===== config.mk =====
export PLATFORM = sky130hd
export DESIGN_NAME = wavepool_instr_queue
export DESIGN_NICKNAME = d
export VERILOG_FILES = /design/src/rtl/wavepool_instr_queue.sv
export SDC_FILE = /design/constraint.sdc
export NUM_CORES = 1
export LEC_CHECK = 0
export BUFFER_PORTS_ARGS = -buffer_cell sky130_fd_sc_hd__buf_4
export CAP_MARGIN = 30
export CORE_MARGIN = 5
export CORE_UTILIZATION = 39
export CTS_BUF_LIST = sky130_fd_sc_hd__clkbuf_4 sky130_fd_sc_hd__clkbuf_8 sky130_fd_sc_hd__clkbuf_16
export DETAILED_ROUTE_END_ITERATION = 6
export MAX_ROUTING_LAYER = met4
export SLEW_MARGIN = 10
export SYNTH_ARGS = -nofsm -noshare
export SYNTH_HDL_FRONTEND = slang
export SYNTH_SLANG_ARGS = --single-unit

===== constraint.sdc =====
create_clock -name clk -period 3.95 [get_ports clk]
set_input_delay 0.1975 -clock clk [delete_from_list [all_inputs] [get_ports clk]]
set_output_delay 0.1975 -clock clk [all_outputs]
set_load 0.1 [all_outputs]

===== src/rtl/wavepool_instr_queue.sv =====
// Wavepool instruction queue: a 4-entry circular FIFO between fetch and decode.
// Each entry carries the instruction and its wavefront's register/LDS bases, plus
// a live bit. A recover kills every queued instruction of one wavefront by
// clearing live bits. Dead entries still occupy a slot until they reach the head,
// where they drain at one per cycle without being presented downstream.
module wavepool_instr_queue (
    input  logic        clk,
    input  logic        rst,
    input  logic        fetch_valid,
    input  logic [31:0] fetch_pc,
    input  logic [31:0] fetch_instr,
    input  logic [5:0]  fetch_wfid,
    input  logic [9:0]  fetch_vgpr_base,
    input  logic [8:0]  fetch_sgpr_base,
    input  logic [15:0] fetch_lds_base,
    output logic        fetch_ready,
    input  logic        decode_ready,
    input  logic        issue_recover_en,
    input  logic [5:0]  issue_recover_wfid,
    output logic        wave_instr_valid,
    output logic [31:0] wave_instr_pc,
    output logic [31:0] wave_instr,
    output logic [5:0]  wave_wfid,
    output logic [9:0]  wave_vgpr_base,
    output logic [8:0]  wave_sgpr_base,
    output logic [15:0] wave_lds_base,
    output logic [2:0]  queue_count
);

    logic [31:0] pc_reg    [4];
    logic [31:0] instr_reg [4];
    logic [5:0]  wfid_reg  [4];
    logic [9:0]  vgpr_reg  [4];
    logic [8:0]  sgpr_reg  [4];
    logic [15:0] lds_reg   [4];
    logic [3:0]  live_reg;
    logic [1:0]  head_reg;
    logic [1:0]  tail_reg;
    logic [2:0]  count_reg;

    logic [3:0]  occupied;
    logic [3:0]  kill;
    logic        not_empty;
    logic        head_killed;
    logic        head_dead;
    logic        push;
    logic        pop;
    logic        push_live;

    // Per-slot occupancy (distance from head below count) and recover match.
    genvar gi;
    generate
        for (gi = 0; gi < 4; gi++) begin : g_slot
            localparam logic [1:0] SLOT = 2'(gi);
            logic [1:0] offset;
            assign offset       = SLOT - head_reg;
            assign occupied[gi] = {1'b0, offset} < count_reg;
            assign kill[gi]     = issue_recover_en & occupied[gi]
                                  & (wfid_reg[gi] == issue_recover_wfid);
        end
    endgenerate

    assign not_empty   = (count_reg != 3'd0);
    // A head killed this cycle is treated exactly like an already-dead head.
    assign head_killed = issue_recover_en & not_empty
                         & (wfid_reg[head_reg] == issue_recover_wfid);
    assign head_dead   = not_empty & (~live_reg[head_reg] | head_killed);

    // Accept decision uses the registered count only, so a full queue never
    // accepts even when it pops in the same cycle.
    assign fetch_ready      = (count_reg != 3'd4);
    assign push             = fetch_valid & fetch_ready;
    assign push_live        = ~(issue_recover_en & (fetch_wfid == issue_recover_wfid));
    assign wave_instr_valid = not_empty & live_reg[head_reg] & decode_ready & ~head_killed;
    assign pop              = wave_instr_valid | head_dead;

    assign queue_count    = count_reg;
    assign wave_instr_pc  = not_empty ? pc_reg[head_reg]    : 32'd0;
    assign wave_instr     = not_empty ? instr_reg[head_reg] : 32'd0;
    assign wave_wfid      = not_empty ? wfid_reg[head_reg]  : 6'd0;
    assign wave_vgpr_base = not_empty ? vgpr_reg[head_reg]  : 10'd0;
    assign wave_sgpr_base = not_empty ? sgpr_reg[head_reg]  : 9'd0;
    assign wave_lds_base  = not_empty ? lds_reg[head_reg]   : 16'd0;

    // Entry storage: write the tail on push, otherwise apply recover kills.
    always_ff @(posedge clk or negedge rst) begin
        if (!rst) begin
            for (int i = 0; i < 4; i++) begin
                pc_reg[i]    <= '0;
                instr_reg[i] <= '0;
                wfid_reg[i]  <= '0;
                vgpr_reg[i]  <= '0;
                sgpr_reg[i]  <= '0;
                lds_reg[i]   <= '0;
            end
            live_reg <= '0;
        end else begin
            for (int i = 0; i < 4; i++) begin
                if (push && (tail_reg == 2'(i))) begin
                    pc_reg[i]    <= fetch_pc;
                    instr_reg[i] <= fetch_instr;
                    wfid_reg[i]  <= fetch_wfid;
                    vgpr_reg[i]  <= fetch_vgpr_base;
                    sgpr_reg[i]  <= fetch_sgpr_base;
                    lds_reg[i]   <= fetch_lds_base;
                    live_reg[i]  <= push_live;
                end else if (kill[i]) begin
                    live_reg[i]  <= 1'b0;
                end
            end
        end
    end

    // Pointer and occupancy bookkeeping; pointers wrap naturally at 2 bits.
    always_ff @(posedge clk or negedge rst) begin
        if (!rst) begin
            head_reg  <= '0;
            tail_reg  <= '0;
            count_reg <= '0;
        end else begin
            head_reg  <= head_reg + {1'b0, pop};
            tail_reg  <= tail_reg + {1'b0, push};
            count_reg <= count_reg + {2'b00, push} - {2'b00, pop};
        end
    end

endmodule


# Yosys cells after proc, flatten, opt, wreduce, memory -nomap -nowiden
# Index checks and enable logic that the tools add are counted.
[word_totals]
ff_bits = 431
output_inout_bits = 110
[op_classes]
addsub = 8
n_mux = 34
magnitude_cmp = 6
reduce_logical = 10
n_eq_ne = 10
bitwise_logic = 22
[op_table]
columns = ["cell", "count"]
rows = [
  ["32-bit two-way mux", 6],
  ["32-bit binary-select mux with 2-bit select", 2],
  ["16-bit two-way mux", 3],
  ["6-bit == test", 6],
  ["16-bit binary-select mux with 2-bit select", 1],
  ["10-bit two-way mux", 3],
  ["9-bit two-way mux", 3],
  ["10-bit binary-select mux with 2-bit select", 1],
  ["9-bit binary-select mux with 2-bit select", 1],
  ["6-bit two-way mux", 3],
  ["1-bit AND", 16],
  ["6-bit binary-select mux with 2-bit select", 1],
  ["2-bit by 3-bit less-than comparator with 1-bit output", 4],
  ["1-bit two-way mux", 9],
  ["2-bit nonzero test", 4],
  ["2-bit by 1-bit adder with 2-bit output", 2],
  ["2-bit == test, second input constant", 2],
  ["1-bit logical AND", 4],
  ["1-bit by 2-bit subtractor with 2-bit output, first input constant", 2],
  ["2-bit subtractor, first input constant", 2],
  ["3-bit by 1-bit adder with 3-bit output", 1],
  ["3-bit >= comparator, second input constant", 1],
  ["2-bit by 3-bit less-than comparator with 1-bit output, second input constant", 1],
  ["3-bit inequality test, second input constant", 1],
  ["other kinds (8)", 11],
]

# Longest topological paths before layout
# Gate-level depths: netlist (run 1).
[depth]
depth_word = 10
ltp_mapped = 13
mapped_depth_nobuf = 12

# Worst setup path before layout (run 1)
# Ideal clock, no wire load.
[synth_path]
path_kind = "register to register"
start = "reg count_reg[2] (netlist: queue_count[2])"
end = "reg count_reg[2] (netlist: queue_count[2])"
t_arrival_ns = 3.201
synth_period_minus_slack_ns = 3.326
setup_ns = 0.125
required_ns = 3.825
path_slack_ns = 0.624
stages_incl_launch_ff = 14
path_buffers = 2
path_cell_list = "dfrtp_1 -> buf_4 -> or3_1 -> clkbuf_1 -> nand2_1 -> nor4_1 -> o31a_1 -> ha_1 -> inv_1 -> ha_1 -> inv_1 -> fa_1 -> xnor2_1 -> xnor2_1"
[synth_between]
elab_chain_cells = 7
word_cells_on_any_way = 14
[synth_lines]
columns = ["element", "line", "rtl"]
rows = [
  ["start, declared", "39", "logic [2:0] count_reg;"],
  ["start signal, assigned", "123", "count_reg <= count_reg + {2'b00, push} - {2'b00, pop};"],
  ["3-bit nonzero test", "63", "assign not_empty = (count_reg != 3'd0);"],
  ["1-bit AND", "65", "assign head_killed = issue_recover_en & not_empty"],
  ["1-bit AND", "66", "& (wfid_reg[head_reg] == issue_recover_wfid);"],
  ["1-bit OR / 1-bit inverter (equally long branches)", "67, 74", ""],
  ["1-bit AND, on equally long branches", "67, 74", ""],
  ["1-bit OR", "75", "assign pop = wave_instr_valid | head_dead;"],
  ["3-bit by 1-bit subtractor with 3-bit output (*)", "123", ""],
]
# Every way passes the cells marked *; elsewhere a longest branch is shown, timed or not.
# A chain may end at the register's enable or synchronous reset.

# Worst setup path after layout (run 1)
[layout_path]
start = "reg count_reg[2] (netlist: queue_count[2])"
end = "out wave_instr_valid"
[layout_between]
elab_chain_cells = 5
word_cells_on_any_way = 7
[layout_lines]
columns = ["element", "line", "rtl"]
rows = [
  ["3-bit nonzero test (*)", "63", ""],
  ["1-bit AND", "65", ""],
  ["1-bit AND", "66", ""],
  ["1-bit inverter", "74", "assign wave_instr_valid = not_empty & live_reg[head_reg] & decode_ready & ~head_killed;"],
  ["1-bit AND (*)", "74", ""],
  ["end, declared", "20", "output logic wave_instr_valid,"],
]
# Marked as above.

==> flow_metrics.py, run 1 <==
metrics = {
    "grt": {
        "antenna_found_initial": 3,
        "grt_usage": 0.1793,
        "grt_pass1_wl_um": 78380,
        "grt_max_degree": 112,
        "grt_pass1_vias": 13314,
        "grt.overflow.total": 0,
    },
    "layout": {
        "seqCellArea_mm2": 0.01079,
        "fillerInstances": 4376,
        "multi_input_comb_area_mm2": 0.008542,
        "final_util": 0.4894,
        "nets": 1696,
        "areaGrowthSynthToFinish_pct": 25.03,
        "drive_gt1_frac": 0.4960,
    },
    "critical_path": {
        "start_kind": "register",
        "r2r_cells": 12,
        "cp-end-kind": "output pin",
        "cp.arrival_ps": 3260,
        "cp-endpoint": "wave_instr_valid",
        "cp.required_ps": 3750,
        "r2r_start": "head_reg[0]",
        "critPathLaunch": "queue_count[2]",
        "worstSetupPathType": "register to output pin",
        "ff2ff_setup_slack_ps": 570,
        "r2r_end": "queue_count[2]",
        "path_max_fanout": 71,
    },
    "synth": {
        "syn-cell-area_mm2": 0.01996,
        "synth-edff-count": 0,
        "ys_seq_elements": 431,
        "yosys-top-cells-area": "dfrtp_1 (54%), mux2_2 (20%), mux4_2 (12%)",
        "ys_types": 36,
        "syn-num-nets": 1376,
        "ys_warn_count": 0,
        "synth-async-reset-ratio": 1.000,
        "synth.most_common_cell": "dfrtp_1",
        "netlist.top_cell.by_area": "dfrtp_1",
        "synth_top_area_frac": 0.5404,
        "syn_inst": 1251,
        "synthFlopType": "dfrtp_1",
        "syn_avg_cell_area_um2": 15.95,
        "synth_commonest_cells": "dfrtp_1 (431), mux2_2 (347), mux4_2 (105)",
        "synth_seq_area_share": 0.5404,
    },
    "timing": {
        "period_minus_slack_ps": 3462,
        "rsz0062_at_grt": "false",
        "final_hold_viol_count": 0,
        "clock_skew_ps": 21.28,
        "max_freq_mhz": 288.8,
        "min_period_over_period": 0.8765,
        "fin_setup_tns_ps": 0,
        "relSlewSlack": 0.3908,
        "setup_viol_count_final": 0,
        "worstMarginPinSlew_ps": 913.8,
        "worst_slack_ps": 487.9,
        "timing.final.max_slew_violations": 0,
    },
    "die": {
        "coreArea_mm2": 0.05099,
        "initial_core_util": 0.3914,
        "fp.dieW_um": 236.2,
        "die-area_mm2": 0.05580,
        "ioPinCount": 226,
        "die_h_um": 236.2,
        "num_rows": 83,
    },
    "status": {
        "outcome": "complete, no violations",
    },
    "placement": {
        "hpwl_um": 29150,
        "place_worst_setup_slack_ps": 561.2,
        "portBuffers": 225,
        "gp_congestion": 0.7641,
    },
    "detailed_routing": {
        "ant_nets": 0,
        "wirelength_um": 48210,
        "routedWlPerCell_um": 21.05,
        "num_vias": 11893,
        "viasPerCell": 5.193,
        "drc": 0,
        "firstDrtPassIters": 5,
        "drt-initial-drc-count": 628,
    },
    "clock_tree": {
        "cts_tree": "yes",
        "cts.sinks": 431,
        "htree_levels": 2,
        "clk_pin_slew_ps": 60,
        "numCtsBuffers": 49,
        "cts_root_buf": "clkbuf_16",
        "cts.path.max_buffers": 3,
        "clkLatencyLatePin_ps": 580,
    },
    "flow_run": {
        "drv_cap": 0,
    },
    "worst_hold_path": {
        "hold_class": "primary input to register",
    },
}
-- worst max-delay path, cell delays in order, from the launching register on --
cell and delay, ps:
dfrtp_1 580, or3_4 210, buf_4 350, buf_4 740
nand3_1 150, nor2_1 270, buf_4 350
-- through the flow --
step                      instances  hold slack (ps)  instance area [µm²]
after global placement         2092            348.1                22210
final                          2290            60.90                24950
after detailed placement       2093            340.1                22240
after global routing           2289            60.80                24950
after floorplan                1251           -98.09                19960
after CTS                      2288            10.48                24950
-- kinds of logic (layout without fill, tap and decap cells) --
family	after synthesis	in the layout	share of synthesized area
AND/OR/NAND/NOR	128	128	0.04050
AO/OA/AOI/OAI	16	16	0.005329
buffers and inverters	97	453	0.03222
adder cells (fa/ha/maj)	9	9	0.006019
other	0	3	0
flip-flops	431	431	0.5404
XOR/XNOR	41	41	0.01799
multiplexers	529	529	0.3575
-- cells in the final DEF (no fill, tap or decap), types with 3 or more instances in the layout --
cell	count
a21oi_1	4
and2_1	104
buf_12	9
buf_4	239
clkbuf_16	51
clkbuf_4	13
clkbuf_8	12
clkinv_2	6
dfrtp_1	429
diode_2	3
dlygate4sd3_1	108
ha_1	8
inv_1	7
mux2_1	74
mux2_2	347
mux2i_1	3
mux4_2	105
nand2_1	3
nand4_1	5
nor2_1	3
o2111ai_1	4
o211ai_1	3
o21ai_0	4
xnor2_1	36
xor2_1	5
-- how the worst min path moves through the flow --
stage / from / end / slack (ps) / cells past startpoint
finish: decode_ready / head_reg[0] / 60 / 3
global route: decode_ready / head_reg[0] / 60 / 3
CTS: decode_ready / head_reg[0] / 10 / 3
detailed placement: rst / instr_reg[87] / 340 / 1
global placement: rst / instr_reg[87] / 350 / 1
floorplan: rst / head_reg[0] / -100 / 0
-- per-layer routing --
layer,track usage,vias up,share of wire
met3,0.03262,78,0.045
met5,-,-,0
met4,0.04268,0,0.020
met1,0.2448,6354,0.45
li1,-,5213,-
met2,0.2826,248,0.48
-- final cells by class --
class / instances / area share
antenna: 3 / 0.0003009
clock buffer: 76 / 0.06168
clock inverter: 11 / 0.003711
inverter: 8 / 0.001203
multi-input combinational: 723 / 0.3423
sequential: 431 / 0.4325
tap: 680 / 0.03410
timing repair buffer: 358 / 0.1242
-- what timing repair did --
action / CTS / global route
endpoints found under the hold margin: 525 / 0
hold buffers: 108 / 0
endpoints found under the setup margin: 0 / 29
buffers inserted: 0 / 0
resized for setup: 0 / 0
Power of run 1 is left out: the tool's default activity adds up to more than one toggle a clock period on the data nets, which glitch-free logic cannot reach.
==> run 2: changes to the inputs <==
--- a/config.mk
+++ b/config.mk
@@ -5,6 +5,7 @@
 export SDC_FILE = /design/constraint.sdc
 export NUM_CORES = 1
 export LEC_CHECK = 0
+export ABC_AREA = 1
 export BUFFER_PORTS_ARGS = -buffer_cell sky130_fd_sc_hd__buf_4
 export CAP_MARGIN = 30
 export CORE_MARGIN = 5
==> constraint.sdc (replaced) <==
create_clock -name clk -period 4.4 [get_ports clk]
set_input_delay 0.22 -clock clk [delete_from_list [all_inputs] [get_ports clk]]
set_output_delay 0.22 -clock clk [all_outputs]
set_load 0.1 [all_outputs]
==> flow_metrics.py, run 2 <==
metrics = {
    "timing": {
        "max_freq_mhz": 272.3,
        "relSlewSlack": 0.4051,
        "worstMarginPinSlew_ps": 892.4,
        "min_period_over_period": 0.8348,
        "hold_slack_ps": 38.94,
        "final_hold_viol_count": 0,
        "timing.final.max_slew_violations": 0,
        "fin_setup_tns_ps": 0,
        "setup_viol_count_final": 0,
        "period_minus_slack_ps": 3673,
        "clock_skew_ps": 16.56,
        "rsz0062_at_grt": "false",
    },
    "layout": {
        "areaGrowthSynthToFinish_pct": 24.15,
        "n_antenna_cell": 0,
        "most-common-layout-cells": "nand2_1 (601), dfrtp_1 (429), o21ai_0 (302), buf_4 (240), inv_1 (133)",
        "nets": 2523,
        "final_common_cell": "nand2_1",
        "fillerInstances": 4634,
        "drive_gt1_frac": 0.1722,
    },
    "critical_path": {
        "path_common_cell": "buf_4",
        "path_cells": "inv_2 -> nor2_4 -> buf_4 -> nand2_1 -> a31oi_1 -> buf_4",
        "cp_num_buf_inv": 3,
        "cpPeakStageDelay_ps": 920,
        "cp-end-kind": "output pin",
        "r2r_start": "head_reg[0]",
        "ff2ff_setup_slack_ps": 1070,
        "worstSetupPathType": "register to output pin",
        "path_max_fanout": 53,
        "start_kind": "register",
        "r2r_end": "queue_count[2]",
        "r2r_cells": 18,
        "critPathTopFamily": "buffers and inverters",
        "slowest_stage": "dfrtp_4",
        "cp.arrival_ps": 3450,
        "cp.required_ps": 4180,
    },
    "die": {
        "coreArea_mm2": 0.04895,
        "die-area_mm2": 0.05410,
        "ioPinCount": 226,
        "initial_core_util": 0.3947,
        "fp.dieW_um": 232.6,
        "die_h_um": 232.6,
        "num_rows": 81,
    },
    "placement": {
        "hpwl_um": 33000,
        "gp_congestion": 0.8955,
        "portBuffers": 225,
    },
    "grt": {
        "grt_usage": 0.2138,
        "grt_max_degree": 137,
        "antenna_found_initial": 0,
        "grt_pass1_wl_um": 90110,
        "grt.overflow.total": 0,
        "grt_pass1_vias": 16005,
    },
    "status": {
        "outcome": "complete, no violations",
    },
    "detailed_routing": {
        "ant_nets": 0,
        "routedWlPerCell_um": 18.47,
        "wirelength_um": 57090,
        "num_vias": 16241,
        "firstDrtPassIters": 6,
        "viasPerCell": 5.253,
        "drt-initial-drc-count": 1404,
        "drc": 0,
    },
    "synth": {
        "ys_warn_count": 0,
        "syn_avg_cell_area_um2": 8.958,
        "synth_top_family_by_area": "compound AO/OA/AOI/OAI gates",
        "syn-cell-area_mm2": 0.01932,
        "synth-xor-area-share": 0.005893,
        "synth_top_area_frac": 0.5582,
        "yosys-top-cells-area": "dfrtp_1 (56%), nand2_1 (12%), o21ai_0 (7.8%)",
        "synth_seq_area_share": 0.5582,
        "synth_fa_ha_area_frac": 0.006216,
        "ys_seq_elements": 431,
        "yosys.area_share.simple": 0.1550,
        "synthMuxAreaShare": 0,
        "synthFlopType": "dfrtp_1",
        "synth.most_common_cell": "nand2_1",
        "synth-async-reset-ratio": 1.000,
        "synth-edff-count": 0,
        "syn_inst": 2157,
        "syn-num-nets": 2282,
        "ys_types": 34,
        "synth_commonest_cells": "nand2_1 (601), dfrtp_1 (431), o21ai_0 (302)",
        "synth_compound_area_frac": 0.2053,
        "netlist.top_cell.by_area": "dfrtp_1",
    },
    "worst_hold_path": {
        "worstHoldPathCells": 4,
        "hold_start": "decode_ready",
        "hold_class": "primary input to register",
        "hold_path_end": "head_reg[0]",
    },
    "clock_tree": {
        "cts_tree": "yes",
        "cts_root_buf": "clkbuf_16",
        "clk_pin_slew_ps": 60,
        "cts.path.max_buffers": 3,
        "cts_resized": 0,
        "cts.sinks": 431,
        "htree_levels": 2,
        "numCtsBuffers": 47,
        "clkLatencyLatePin_ps": 580,
    },
    "flow_run": {
        "drv_cap": 0,
    },
}
## run 2: cell types whose count changed in the layout (fill, tap and decap cells not counted), moves of 105 or more
cell | previous run | this run
mux2_2 | 347 | 0
nand2_1 | 3 | 601
o21ai_0 | 4 | 302
inv_1 | 7 | 133
mux4_2 | 105 | 0
nand3_1 | 2 | 111
## run 2: final cells by class
cell class	instances	area (µm²)	share of cell area
Multi-Input combinational cell	1424	7237	0.3017
Sequential cell	431	10790	0.4499
Timing Repair Buffer	355	3070	0.1280
Tap cell	664	830.8	0.03463
Clock buffer	72	1468	0.06118
Inverter	139	538.0	0.02243
Clock inverter	7	52.55	0.002191
## run 2: routing by layer
layer  wire [µm]  vias to the layer above  global-route usage
met1       25550                     7890              0.2922
met2       26940                      501              0.3349
li1            -                     7772                   -
met3        3248                       78             0.03295
met4        1355                        0             0.06073
met5           0                        -                   -
## run 2: kinds of logic (layout without fill, tap and decap cells)
logic type,after synthesis,count (layout)
XOR/XNOR,13,13
AND/OR/NAND/NOR,745,745
AO/OA/AOI/OAI,657,657
adder cells (fa/ha/maj),9,9
flip-flops,431,431
buffers and inverters,302,573
## run 2: how the worst max path moves through the flow
stage,start,endpoint,depth (start not counted)
2_1_floorplan,queue_count[2],wave_instr[11],5
3_3_place_gp,head_reg[0],queue_count[1],18
6_report,head_reg[1],wave_instr_pc[21],6
5_1_grt,head_reg[1],wave_sgpr_base[0],6
3_5_place_dp,head_reg[0],queue_count[2],18
4_1_cts,head_reg[1],wave_instr_pc[27],6
## run 2: tightest hold or removal path, stage by stage
cell     delay [ps]
buf_4            80
nand2_1          60
nand2_1          90
ha_1            120
## run 2: through the flow
step           cells  instance area (µm²)  setup slack, ps  utilization
2_1_floorplan   2157                19320            948.1            -
6_report        3092                23990            727.0       0.4901
4_1_cts         3091                23960            656.5       0.4895
3_3_place_gp    2905                21340             1036       0.4359
5_1_grt         3092                23990            538.8       0.4901
3_5_place_dp    2907                21390             1008       0.4370
## run 2: repair_timing
action / 4_1_cts / 5_1_grt
hold buffers: 105 / 0
endpoints found under the hold margin: 505 / 0
buffers inserted: 0 / 0
Power of run 2 is left out for the same reason.
==> run 3: changes to the inputs <==
==> constraint.sdc (replaced) <==
create_clock -name clk -period 3.55 [get_ports clk]
set_input_delay 0.1775 -clock clk [delete_from_list [all_inputs] [get_ports clk]]
set_output_delay 0.1775 -clock clk [all_outputs]
set_load 0.1 [all_outputs]
==> flow_metrics.py, run 3 (synthesis results as in run 2) <==
metrics = {
    "timing": {
        "relSlewSlack": 0.3939,
        "timing.final.max_slew_violations": 0,
        "rsz0062_at_grt": "false",
        "fin_setup_tns_ps": 0,
        "clock_skew_ps": 9.046,
        "period_minus_slack_ps": 3091,
        "final_hold_viol_count": 0,
        "min_period_over_period": 0.8708,
        "max_freq_mhz": 323.5,
        "worstMarginPinSlew_ps": 909.2,
        "setup_viol_count_final": 0,
    },
    "die": {
        "initial_core_util": 0.3947,
        "ioPinCount": 226,
        "die-area_mm2": 0.05410,
        "fp.dieW_um": 232.6,
        "num_rows": 81,
        "coreArea_mm2": 0.04895,
        "die_h_um": 232.6,
    },
    "detailed_routing": {
        "viasPerCell": 5.298,
        "drc": 0,
        "num_vias": 16430,
        "wirelength_um": 56620,
        "ant_nets": 0,
        "firstDrtPassIters": 5,
        "routedWlPerCell_um": 18.26,
        "drt-initial-drc-count": 1332,
    },
    "placement": {
        "place_inst": 2913,
        "gp_congestion": 0.9137,
        "hpwl_um": 32070,
        "portBuffers": 225,
    },
    "worst_hold_path": {
        "hold_start": "issue_recover_wfid[1]",
        "hold_class": "primary input to register",
    },
    "clock_tree": {
        "numCtsBuffers": 48,
        "cts.path.max_buffers": 3,
        "cts_tree": "yes",
        "htree_levels": 2,
        "cts_root_buf": "clkbuf_16",
        "clk_pin_slew_ps": 60,
        "cts.sinks": 431,
        "post-cts-setup-buffer-count": 0,
        "clkLatencyLatePin_ps": 560,
    },
    "critical_path": {
        "path_max_fanout": 99,
        "path_cells": "nand2_1 -> clkinv_2 -> buf_12 -> a22oi_1 -> a31oi_1 -> buf_4",
        "r2r_start": "head_reg[0]",
        "start_kind": "register",
        "cp.required_ps": 3370,
        "cp-end-kind": "output pin",
        "worstSetupPathType": "register to output pin",
        "critPathLaunch": "head_reg[0]",
        "cp.arrival_ps": 2910,
        "slowest_stage": "dfrtp_4",
        "ff2ff_setup_slack_ps": 590,
        "cpPeakStageDelay_ps": 720,
    },
    "grt": {
        "grt_usage": 0.2134,
        "grt_pass1_wl_um": 91020,
        "grt_max_degree": 202,
        "grt.overflow.total": 0,
        "grt_pass1_vias": 16434,
        "antenna_found_initial": 1,
    },
    "layout": {
        "drive_gt1_frac": 0.1741,
        "areaGrowthSynthToFinish_pct": 24.95,
        "final_common_cell": "nand2_1",
        "stdcell_count": 3101,
        "most-common-layout-cells": "nand2_1 (601), dfrtp_1 (429), o21ai_0 (302), buf_4 (241), inv_1 (133)",
        "nets": 2531,
    },
    "status": {
        "outcome": "complete, no violations",
    },
    "flow_run": {
        "drv_cap": 0,
    },
}
## run 3: path summary, 6_finish.rpt
| kind | end | cells after the start |
|---|---|---|
| worst max-delay path | wave_instr[25] | 6 |
| worst min-delay path | live_reg[1] | 5 |
| worst max register to register | queue_count[2] | 18 |
| worst min register to register | pc_reg[48] | 2 |
| max in group asynchronous | sgpr_reg[17] | 4 |
| min in group asynchronous | lds_reg[28] | 2 |
## run 3: critical path: cells and delay by family, from the launching register on
family                 cells  cell delay (ps)
buffers and inverters      3              940
DFF                        1              720
and+or+nand+nor            1              170
AOI/OAI and AO/OA          2              480
## run 3: layout make-up
cell class | count | area [µm²]
clock buffers | 68 | 1419
repair buffers | 362 | 3156
flip-flops and latches | 431 | 10790
clock inverters | 12 | 167.7
well taps | 664 | 830.8
multi-input cells | 1424 | 7237
inverters | 139 | 538.0
diodes | 1 | 2.502
fillers | 4618 | 24810
## run 3: metrics by stage
stage	setup WS [ps]	area (µm²)	util	hold WS [ps]
2_1_floorplan	140.6	19320	-	-118.1
6_report	458.6	24140	0.4932	97.23
3_3_place_gp	667.0	21480	0.4389	296.3
3_5_place_dp	636.2	21480	0.4389	311.9
5_1_grt	320.6	24140	0.4932	111.1
4_1_cts	438.1	24140	0.4932	68.08
## run 3: what timing repair did
| item | in CTS | in global routing |
|---|---|---|
| hold buffers | 107 | 0 |
| resized for setup | 0 | 0 |
| endpoints found under the hold margin | 514 | 0 |
## run 3: layer usage
layer	vias to the layer above	GRT usage	share of wire
met1	8068	0.2864	0.45
met4	0	0.05483	0.019
met3	75	0.02868	0.053
li1	7788	-	-
met5	-	-	0
met2	499	0.3465	0.48
Power of run 3 is left out for the same reason.
